`config.mk`:
```
export PLATFORM = sky130hd
export DESIGN_NAME = operand_forward_stage_flat
export DESIGN_NICKNAME = d
export VERILOG_FILES = /design/src/rtl/operand_forward_stage_pkg.sv /design/src/rtl/operand_forward_stage_if.sv /design/src/rtl/operand_forward_stage_fwd_select.sv /design/src/rtl/operand_forward_stage.sv /design/src/flat_wrapper.sv
export SDC_FILE = /design/constraint.sdc
export NUM_CORES = 1
export LEC_CHECK = 0
export ABC_AREA = 0
export BUFFER_PORTS_ARGS = -buffer_cell sky130_fd_sc_hd__buf_2
export CAP_MARGIN = 20
export CORE_ASPECT_RATIO = 0.8
export CORE_MARGIN = 2
export CORE_UTILIZATION = 48
export DETAILED_ROUTE_END_ITERATION = 8
export GPL_TIMING_DRIVEN = 0
export PLACE_DENSITY = 0.83
export SYNTH_ARGS = -nofsm -noshare
export SYNTH_HDL_FRONTEND = slang
export SYNTH_SLANG_ARGS = --single-unit
export TNS_END_PERCENT = 50
```
`constraint.sdc`:
```
create_clock -name clk -period 3.3 [get_ports clk]
set_input_delay 0.165 -clock clk [delete_from_list [all_inputs] [get_ports clk]]
set_output_delay 0.165 -clock clk [all_outputs]
set_load 0.05 [all_outputs]
```
`src/rtl/operand_forward_stage_pkg.sv`:
```
// ---------------------------------------------------------------------------
// fwd_pkg
//   Shared types and constants for the ID/EX operand forwarding stage.
//   fwd_sel_t encodes which pipeline stage supplied an operand; the state
//   enum tracks whether decode is currently being held by a hazard.
// ---------------------------------------------------------------------------
package fwd_pkg;

  typedef logic [1:0] fwd_sel_t;

  localparam fwd_sel_t FWD_RF  = 2'b00;
  localparam fwd_sel_t FWD_EX  = 2'b01;
  localparam fwd_sel_t FWD_MEM = 2'b10;
  localparam fwd_sel_t FWD_WB  = 2'b11;

  typedef enum logic {
    RUN   = 1'b0,
    STALL = 1'b1
  } fwd_state_t;

  localparam int PERF_W = 16;

endpackage

```
`src/rtl/operand_forward_stage_if.sv`:
```
// ---------------------------------------------------------------------------
// operand_forward_stage_if
//   Bundles the decode, bypass-network and EX handshake signals of the
//   operand forwarding stage.
//   master : pipeline side, drives decode/bypass/EX-control inputs and
//            observes id_stall and the ID/EX register outputs.
//   slave  : the forwarding stage itself.
// ---------------------------------------------------------------------------
interface operand_forward_stage_if #(
  parameter int DATA_W  = 8,
  parameter int REG_AW  = 3,
  parameter int NUM_SRC = 2
);

  logic                        id_valid;
  logic [NUM_SRC*REG_AW-1:0]   id_src_addr;
  logic [NUM_SRC-1:0]          id_src_used;
  logic [NUM_SRC*DATA_W-1:0]   id_src_data;
  logic                        ex_wr_en;
  logic [REG_AW-1:0]           ex_wr_addr;
  logic                        ex_is_load;
  logic [DATA_W-1:0]           ex_alu_result;
  logic                        mem_wr_en;
  logic [REG_AW-1:0]           mem_wr_addr;
  logic                        mem_res_valid;
  logic [DATA_W-1:0]           mem_result;
  logic                        wb_wr_en;
  logic [REG_AW-1:0]           wb_wr_addr;
  logic [DATA_W-1:0]           wb_result;
  logic                        ex_ready;
  logic                        ex_flush;
  logic                        id_stall;
  logic                        ex_valid;
  logic [NUM_SRC*DATA_W-1:0]   ex_src_data;
  logic [NUM_SRC*2-1:0]        ex_fwd_sel;

  modport master (
    output id_valid, id_src_addr, id_src_used, id_src_data,
    output ex_wr_en, ex_wr_addr, ex_is_load, ex_alu_result,
    output mem_wr_en, mem_wr_addr, mem_res_valid, mem_result,
    output wb_wr_en, wb_wr_addr, wb_result,
    output ex_ready, ex_flush,
    input  id_stall, ex_valid, ex_src_data, ex_fwd_sel
  );

  modport slave (
    input  id_valid, id_src_addr, id_src_used, id_src_data,
    input  ex_wr_en, ex_wr_addr, ex_is_load, ex_alu_result,
    input  mem_wr_en, mem_wr_addr, mem_res_valid, mem_result,
    input  wb_wr_en, wb_wr_addr, wb_result,
    input  ex_ready, ex_flush,
    output id_stall, ex_valid, ex_src_data, ex_fwd_sel
  );

endinterface

```
`src/rtl/operand_forward_stage_fwd_select.sv`:
```
// ---------------------------------------------------------------------------
// fwd_select
//   Combinational bypass selection for a single source operand.
//   Picks the newest producer (EX > MEM > WB > register file) and flags a
//   hazard when the winning producer cannot deliver its value yet.
//   Ports:
//     src_addr/src_used/rf_data : operand address, use flag, regfile data
//     ex_* / mem_* / wb_*       : producer write ports of later stages
//     data / sel / hazard       : selected value, its source, hazard flag
// ---------------------------------------------------------------------------
module fwd_select
  import fwd_pkg::*;
#(
  parameter int DATA_W  = 8,
  parameter int REG_AW  = 3,
  parameter int R0_ZERO = 0
) (
  input  logic [REG_AW-1:0] src_addr,
  input  logic              src_used,
  input  logic [DATA_W-1:0] rf_data,
  input  logic              ex_wr_en,
  input  logic [REG_AW-1:0] ex_wr_addr,
  input  logic              ex_is_load,
  input  logic [DATA_W-1:0] ex_alu_result,
  input  logic              mem_wr_en,
  input  logic [REG_AW-1:0] mem_wr_addr,
  input  logic              mem_res_valid,
  input  logic [DATA_W-1:0] mem_result,
  input  logic              wb_wr_en,
  input  logic [REG_AW-1:0] wb_wr_addr,
  input  logic [DATA_W-1:0] wb_result,
  output logic [DATA_W-1:0] data,
  output fwd_sel_t          sel,
  output logic              hazard
);

  logic is_r0;
  logic ex_hit;
  logic mem_hit;
  logic wb_hit;

  assign is_r0   = (R0_ZERO != 0) && (src_addr == '0);
  assign ex_hit  = ex_wr_en  && (ex_wr_addr  == src_addr);
  assign mem_hit = mem_wr_en && (mem_wr_addr == src_addr);
  assign wb_hit  = wb_wr_en  && (wb_wr_addr  == src_addr);

  // Priority bypass mux. A hard-wired zero register bypasses everything.
  // A load in EX has no result yet; a MEM producer only stalls when it is
  // the winning source and its result is still pending.
  always_comb begin
    data   = rf_data;
    sel    = FWD_RF;
    hazard = 1'b0;
    if (is_r0) begin
      data = '0;
    end else if (ex_hit) begin
      data   = ex_alu_result;
      sel    = FWD_EX;
      hazard = src_used & ex_is_load;
    end else if (mem_hit) begin
      data   = mem_result;
      sel    = FWD_MEM;
      hazard = src_used & ~mem_res_valid;
    end else if (wb_hit) begin
      data = wb_result;
      sel  = FWD_WB;
    end
  end

endmodule

```
`src/rtl/operand_forward_stage.sv`:
```
// ---------------------------------------------------------------------------
// operand_forward_stage
//   ID/EX operand stage with multi-source forwarding. Selects the newest
//   value for each source operand, captures it into the ID/EX register,
//   inserts bubbles on load-use / pending-result hazards and honours EX
//   back-pressure and flush.
//   Ports:
//     clk, rst_n : clock, asynchronous active-low reset
//     bus        : operand_forward_stage_if.slave (decode, bypass, EX side)
//     perf_stall_cnt, perf_fwd_cnt : optional saturating event counters
//   Build option: define FWD_PERF_CNT_EN to add the performance counters.
// ---------------------------------------------------------------------------
module operand_forward_stage
  import fwd_pkg::*;
#(
  parameter int DATA_W  = 8,
  parameter int REG_AW  = 3,
  parameter int NUM_SRC = 2,
  parameter int R0_ZERO = 0
) (
  input  logic                      clk,
  input  logic                      rst_n,
  operand_forward_stage_if.slave    bus
`ifdef FWD_PERF_CNT_EN
  ,
  output logic [PERF_W-1:0]         perf_stall_cnt,
  output logic [PERF_W-1:0]         perf_fwd_cnt
`endif
);

  logic [NUM_SRC*DATA_W-1:0] sel_data;
  logic [NUM_SRC*2-1:0]      sel_code;
  logic [NUM_SRC-1:0]        src_hazard;
  logic                      hz;
  logic                      held;
  logic                      valid_q;
  logic [NUM_SRC*DATA_W-1:0] data_q;
  logic [NUM_SRC*2-1:0]      sel_q;
  fwd_state_t                state;

  for (genvar i = 0; i < NUM_SRC; i++) begin : g_src
    fwd_select #(
      .DATA_W  (DATA_W),
      .REG_AW  (REG_AW),
      .R0_ZERO (R0_ZERO)
    ) u_sel (
      .src_addr      (bus.id_src_addr[i*REG_AW +: REG_AW]),
      .src_used      (bus.id_src_used[i]),
      .rf_data       (bus.id_src_data[i*DATA_W +: DATA_W]),
      .ex_wr_en      (bus.ex_wr_en),
      .ex_wr_addr    (bus.ex_wr_addr),
      .ex_is_load    (bus.ex_is_load),
      .ex_alu_result (bus.ex_alu_result),
      .mem_wr_en     (bus.mem_wr_en),
      .mem_wr_addr   (bus.mem_wr_addr),
      .mem_res_valid (bus.mem_res_valid),
      .mem_result    (bus.mem_result),
      .wb_wr_en      (bus.wb_wr_en),
      .wb_wr_addr    (bus.wb_wr_addr),
      .wb_result     (bus.wb_result),
      .data          (sel_data[i*DATA_W +: DATA_W]),
      .sel           (sel_code[i*2 +: 2]),
      .hazard        (src_hazard[i])
    );
  end

  assign hz   = bus.id_valid & (|src_hazard);
  assign held = valid_q & ~bus.ex_ready;

  // Stall is forced low during reset so decode is never frozen by stale
  // bypass inputs while the pipeline is being reset.
  assign bus.id_stall    = rst_n & (hz | held);
  assign bus.ex_valid    = valid_q;
  assign bus.ex_src_data = data_q;
  assign bus.ex_fwd_sel  = sel_q;

  // ID/EX register: flush beats everything, back-pressure holds the whole
  // register, a hazard turns the slot into a bubble, otherwise capture.
  always_ff @(posedge clk or negedge rst_n) begin
    if (!rst_n) begin
      valid_q <= 1'b0;
      data_q  <= '0;
      sel_q   <= '0;
    end else if (bus.ex_flush) begin
      valid_q <= 1'b0;
    end else if (!held) begin
      if (hz) begin
        valid_q <= 1'b0;
      end else begin
        valid_q <= bus.id_valid;
        data_q  <= sel_data;
        sel_q   <= sel_code;
      end
    end
  end

  // Hazard tracking state; entering STALL only when the bubble is actually
  // being inserted, leaving as soon as the hazard disappears.
  always_ff @(posedge clk or negedge rst_n) begin
    if (!rst_n) begin
      state <= RUN;
    end else begin
      case (state)
        RUN:     if (hz && !held) state <= STALL;
        STALL:   if (!hz) state <= RUN;
        default: state <= RUN;
      endcase
    end
  end

`ifdef FWD_PERF_CNT_EN
  logic capture_fwd;

  assign capture_fwd = ~bus.ex_flush & ~held & ~hz & bus.id_valid & (|sel_code);

  // Saturating event counters: hazard cycles and captured instructions
  // that took at least one operand from the bypass network.
  always_ff @(posedge clk or negedge rst_n) begin
    if (!rst_n) begin
      perf_stall_cnt <= '0;
      perf_fwd_cnt   <= '0;
    end else begin
      if ((hz || state == STALL && hz) && perf_stall_cnt != '1) begin
        perf_stall_cnt <= perf_stall_cnt + 1'b1;
      end
      if (capture_fwd && perf_fwd_cnt != '1) begin
        perf_fwd_cnt <= perf_fwd_cnt + 1'b1;
      end
    end
  end
`endif

endmodule
```
`src/flat_wrapper.sv`:
```
// flat-port wrapper written by rule: the top's interface ports become plain ports
module operand_forward_stage_flat import fwd_pkg::*;
#(
  parameter int DATA_W  = 8,
  parameter int REG_AW  = 3,
  parameter int NUM_SRC = 2,
  parameter int R0_ZERO = 0
)
  (clk, rst_n, bus_id_valid, bus_id_src_addr, bus_id_src_used, bus_id_src_data, bus_ex_wr_en, bus_ex_wr_addr, bus_ex_is_load, bus_ex_alu_result, bus_mem_wr_en, bus_mem_wr_addr, bus_mem_res_valid, bus_mem_result, bus_wb_wr_en, bus_wb_wr_addr, bus_wb_result, bus_ex_ready, bus_ex_flush, bus_id_stall, bus_ex_valid, bus_ex_src_data, bus_ex_fwd_sel);
  operand_forward_stage_if #(.DATA_W(DATA_W), .REG_AW(REG_AW), .NUM_SRC(NUM_SRC)) bus_i ();
  input  logic clk;
  input  logic rst_n;
  input wire logic [$bits(bus_i.id_valid)-1:0] bus_id_valid;
  input wire logic [$bits(bus_i.id_src_addr)-1:0] bus_id_src_addr;
  input wire logic [$bits(bus_i.id_src_used)-1:0] bus_id_src_used;
  input wire logic [$bits(bus_i.id_src_data)-1:0] bus_id_src_data;
  input wire logic [$bits(bus_i.ex_wr_en)-1:0] bus_ex_wr_en;
  input wire logic [$bits(bus_i.ex_wr_addr)-1:0] bus_ex_wr_addr;
  input wire logic [$bits(bus_i.ex_is_load)-1:0] bus_ex_is_load;
  input wire logic [$bits(bus_i.ex_alu_result)-1:0] bus_ex_alu_result;
  input wire logic [$bits(bus_i.mem_wr_en)-1:0] bus_mem_wr_en;
  input wire logic [$bits(bus_i.mem_wr_addr)-1:0] bus_mem_wr_addr;
  input wire logic [$bits(bus_i.mem_res_valid)-1:0] bus_mem_res_valid;
  input wire logic [$bits(bus_i.mem_result)-1:0] bus_mem_result;
  input wire logic [$bits(bus_i.wb_wr_en)-1:0] bus_wb_wr_en;
  input wire logic [$bits(bus_i.wb_wr_addr)-1:0] bus_wb_wr_addr;
  input wire logic [$bits(bus_i.wb_result)-1:0] bus_wb_result;
  input wire logic [$bits(bus_i.ex_ready)-1:0] bus_ex_ready;
  input wire logic [$bits(bus_i.ex_flush)-1:0] bus_ex_flush;
  output wire logic [$bits(bus_i.id_stall)-1:0] bus_id_stall;
  output wire logic [$bits(bus_i.ex_valid)-1:0] bus_ex_valid;
  output wire logic [$bits(bus_i.ex_src_data)-1:0] bus_ex_src_data;
  output wire logic [$bits(bus_i.ex_fwd_sel)-1:0] bus_ex_fwd_sel;
  assign bus_i.id_valid = bus_id_valid;
  assign bus_i.id_src_addr = bus_id_src_addr;
  assign bus_i.id_src_used = bus_id_src_used;
  assign bus_i.id_src_data = bus_id_src_data;
  assign bus_i.ex_wr_en = bus_ex_wr_en;
  assign bus_i.ex_wr_addr = bus_ex_wr_addr;
  assign bus_i.ex_is_load = bus_ex_is_load;
  assign bus_i.ex_alu_result = bus_ex_alu_result;
  assign bus_i.mem_wr_en = bus_mem_wr_en;
  assign bus_i.mem_wr_addr = bus_mem_wr_addr;
  assign bus_i.mem_res_valid = bus_mem_res_valid;
  assign bus_i.mem_result = bus_mem_result;
  assign bus_i.wb_wr_en = bus_wb_wr_en;
  assign bus_i.wb_wr_addr = bus_wb_wr_addr;
  assign bus_i.wb_result = bus_wb_result;
  assign bus_i.ex_ready = bus_ex_ready;
  assign bus_i.ex_flush = bus_ex_flush;
  assign bus_id_stall = bus_i.id_stall;
  assign bus_ex_valid = bus_i.ex_valid;
  assign bus_ex_src_data = bus_i.ex_src_data;
  assign bus_ex_fwd_sel = bus_i.ex_fwd_sel;
  operand_forward_stage #(.DATA_W(DATA_W), .REG_AW(REG_AW), .NUM_SRC(NUM_SRC), .R0_ZERO(R0_ZERO)) u_core (.clk(clk), .rst_n(rst_n), .bus(bus_i));
endmodule
```
==> qor.yml <==
syn_area_um2: 1630
synth_edf_count: 0
htree_levels: 1
ios: 89
wirelength_mm: 4.51
dp_hpwl_mm: 3.49
initial_core_util_pct: 51.7
num_rows: 18
track_usage_pct: 23.5
arrival_ns: 1.62
final_layout_size_suffix_gt1_share_pct: 38.8
synth_seq_cells: 21
synth_compound_area_share_pct: 15.4
drc: 0
postSynth.asyncResetShare_pct: 100
synth_top_family_by_area: "multiplexers"
die_height_um: 56.1
grt_pass1_wl_mm: 7.27
synth_simple_gate_area_share_pct: 11.0
synthMuxAreaShare_pct: 24.0
pre_cts_slack_ns: 1.35
first_global_vias: 1560
grt-ovfl-total: 0
nets: 336
grt_setup_unrepaired: "false"
dp.cells: 303
port_buffers: 88
insertion_delay_ns: 0.26
area_delta_synth_final_pct: 33.5
die-width_um: 69.1
crit_type: "in -> out"
met1_length_mm: 1.96
holdWs_ns: 0.0514
final_antenna_net_count: 0
hold_viol: 0
clock-root-buffer: "clkbuf_8"
cts-resized-gates: 0
crit_slowest_cell: "dlygate4sd3_1"
antenna_cells: 0
fmax_ghz: 0.561
hold_path_class: "in -> reg"
finalCritPeriodShare_pct: 54.0
startpoint_type: "input pin"
fin_tns_setup_ns: 0
status: "finished, final reports clean"
ys.flop_type: "dfrtp_1"
pwr_density_cell_nw_per_um2: 448
numClockSinks: 21
synth_warnings: 0
layout_commonest_cell: "buf_2"
hold_end: "u_core.bus.ex_valid"
synth_xor_area_share_pct: 9.68
r2r.worst_path.cells: 4
syn_avg_cell_area_um2: 9.31
endpoint_kind: "output pin"
final_cells: 308
syn_nets: 242
fin_util_pct: 69.0
syn_inst: 175
cp_common_cell: "buf_2"
route.top_layer_used: "met4"
cts_setup_buffers: 0
worstPathCellList: "dlygate4sd3_1, buf_2, a21boi_0, buf_2"
cp_max_fo: 22
dr_wl_met3_um: 367
num-fill-cells: 262
grt_max_degree: 23
setup_viol: 0
core_area_um2: 3150
dr_wl_met2_mm: 2.15
finClkSkew_ns: 0.00429
design_area_um2: 2170
gp_congestion: 0.744
min_period_ns: 1.78
clockBufferDepth: 2
synth.distinct_cells: 25
worst_hold_startpoint: "bus_ex_flush"
synth_fa_ha_area_share_pct: 0
final_cell_mix: "buf_2 (90), mux2i_1 (33), dfrtp_1 (21)"
wl_per_cell_um: 14.6
clk_pin_slew_ns: 0.08
vias: 1662
synth_seq_area_share_pct: 32.3
cpPeakStageDelay_ns: 0.53
rr_startpoint: "u_core.bus.ex_valid"
worstReg2RegEnd: "u_core.bus.ex_fwd_sel[1]"
cts_made_buffers: 3
drv_cap: 0
rrSetupSlack_ns: 2.10
power.total_mw: 0.974
via_per_inst: 5.40
cp.required_ns: 3.13
fin_ws_ns: 1.52
drtIter0Drc: 168
slew_violations: 0
worst_slew_pin_slew_ns: 0.489
ir_worst_vdd_mv: 0.220
fp.dieArea_um2: 3880
leakagePower_nw: 1.24
cts_tree: "built"
antenna_found_initial: 0
min_path_cells: 2
drt-pass1-iter-count: 4
slew_headroom_pct: 67.4
placed_area_um2: 2120
[registers in the layout, summed over array words and instances, names as in the netlist]
signal                  flops
u_core.bus.ex_fwd_sel       4
u_core.bus.ex_src_data     16
u_core.bus.ex_valid         1
[cell usage after synthesis, drive strengths merged (2+ instances only)]
cell / count / area (um2)
inv: 18 / 67.6
nor2: 16 / 60.1
mux2i: 33 / 330
buf: 6 / 43.8
nand2: 2 / 7.51
dfrtp: 21 / 526
clkbuf: 4 / 15.0
a211oi: 16 / 120
mux2: 4 / 60.1
and4: 2 / 17.5
a21oi: 19 / 95.1
o21bai: 2 / 15.0
xnor2: 18 / 158
nand4: 5 / 31.3
[critical path: cells and delay by family]
family                 cells  cell delay [ns]
AOI/OAI and AO/OA          1             0.22
buffers and inverters      3             1.23
[worst max-delay path by stage]
stage	from	endpoint	slack (ns)	cells after the start
detailed placement	bus_id_src_addr[0]	u_core.bus.ex_fwd_sel[1]	1.35	9
finish	rst_n	bus_id_stall	1.52	4
global placement	bus_id_src_addr[3]	u_core.bus.ex_fwd_sel[0]	1.39	9
global route	bus_id_src_addr[0]	bus_id_stall	1.36	8
CTS	rst_n	bus_id_stall	1.49	4
floorplan	bus_id_src_addr[0]	bus_id_stall	1.06	6
[what timing repair did]
action | in CTS | in global routing
endpoints found under the hold margin | 21 | 0
hold buffers | 1 | 0
endpoints found under the setup margin | 0 | 0
[final cells by class]
| cell class | instances | area (um2) | share of cell area, % |
|---|---|---|---|
| Buffer | 10 | 58.8 | 2.70 |
| Sequential cell | 21 | 526 | 24.2 |
| Clock buffer | 4 | 45.0 | 2.07 |
| Timing Repair Buffer | 89 | 450 | 20.7 |
| Tap cell | 40 | 50.0 | 2.30 |
| Multi-Input combinational cell | 126 | 977 | 44.9 |
| Inverter | 18 | 67.6 | 3.11 |
[cells by family (layout without fill, tap and decap cells)]
logic type	after synthesis	in the layout
mux	37	37
flops	21	21
buf+inv	28	121
simple gates	32	32
xor+xnor	18	18
compound gates	39	39
[per-layer routing]
metal | vias up | global-route usage, %
met5 | - | 0
met4 | 0 | 7.84
met3 | 2 | 4.17
met2 | 86 | 38.9
met1 | 770 | 31.0
li1 | 804 | -
[power breakdown]
| part | switching, mW | internal, mW | leakage, nW |
|---|---|---|---|
| Combinational | 0.317 | 0.152 | 0.966 |
| Sequential | 0.0264 | 0.307 | 0.253 |
| Clock | 0.0872 | 0.0860 | 0.0228 |
| Total | 0.430 | 0.544 | 1.24 |
No activity file was read; power rests on OpenSTA's default activity.
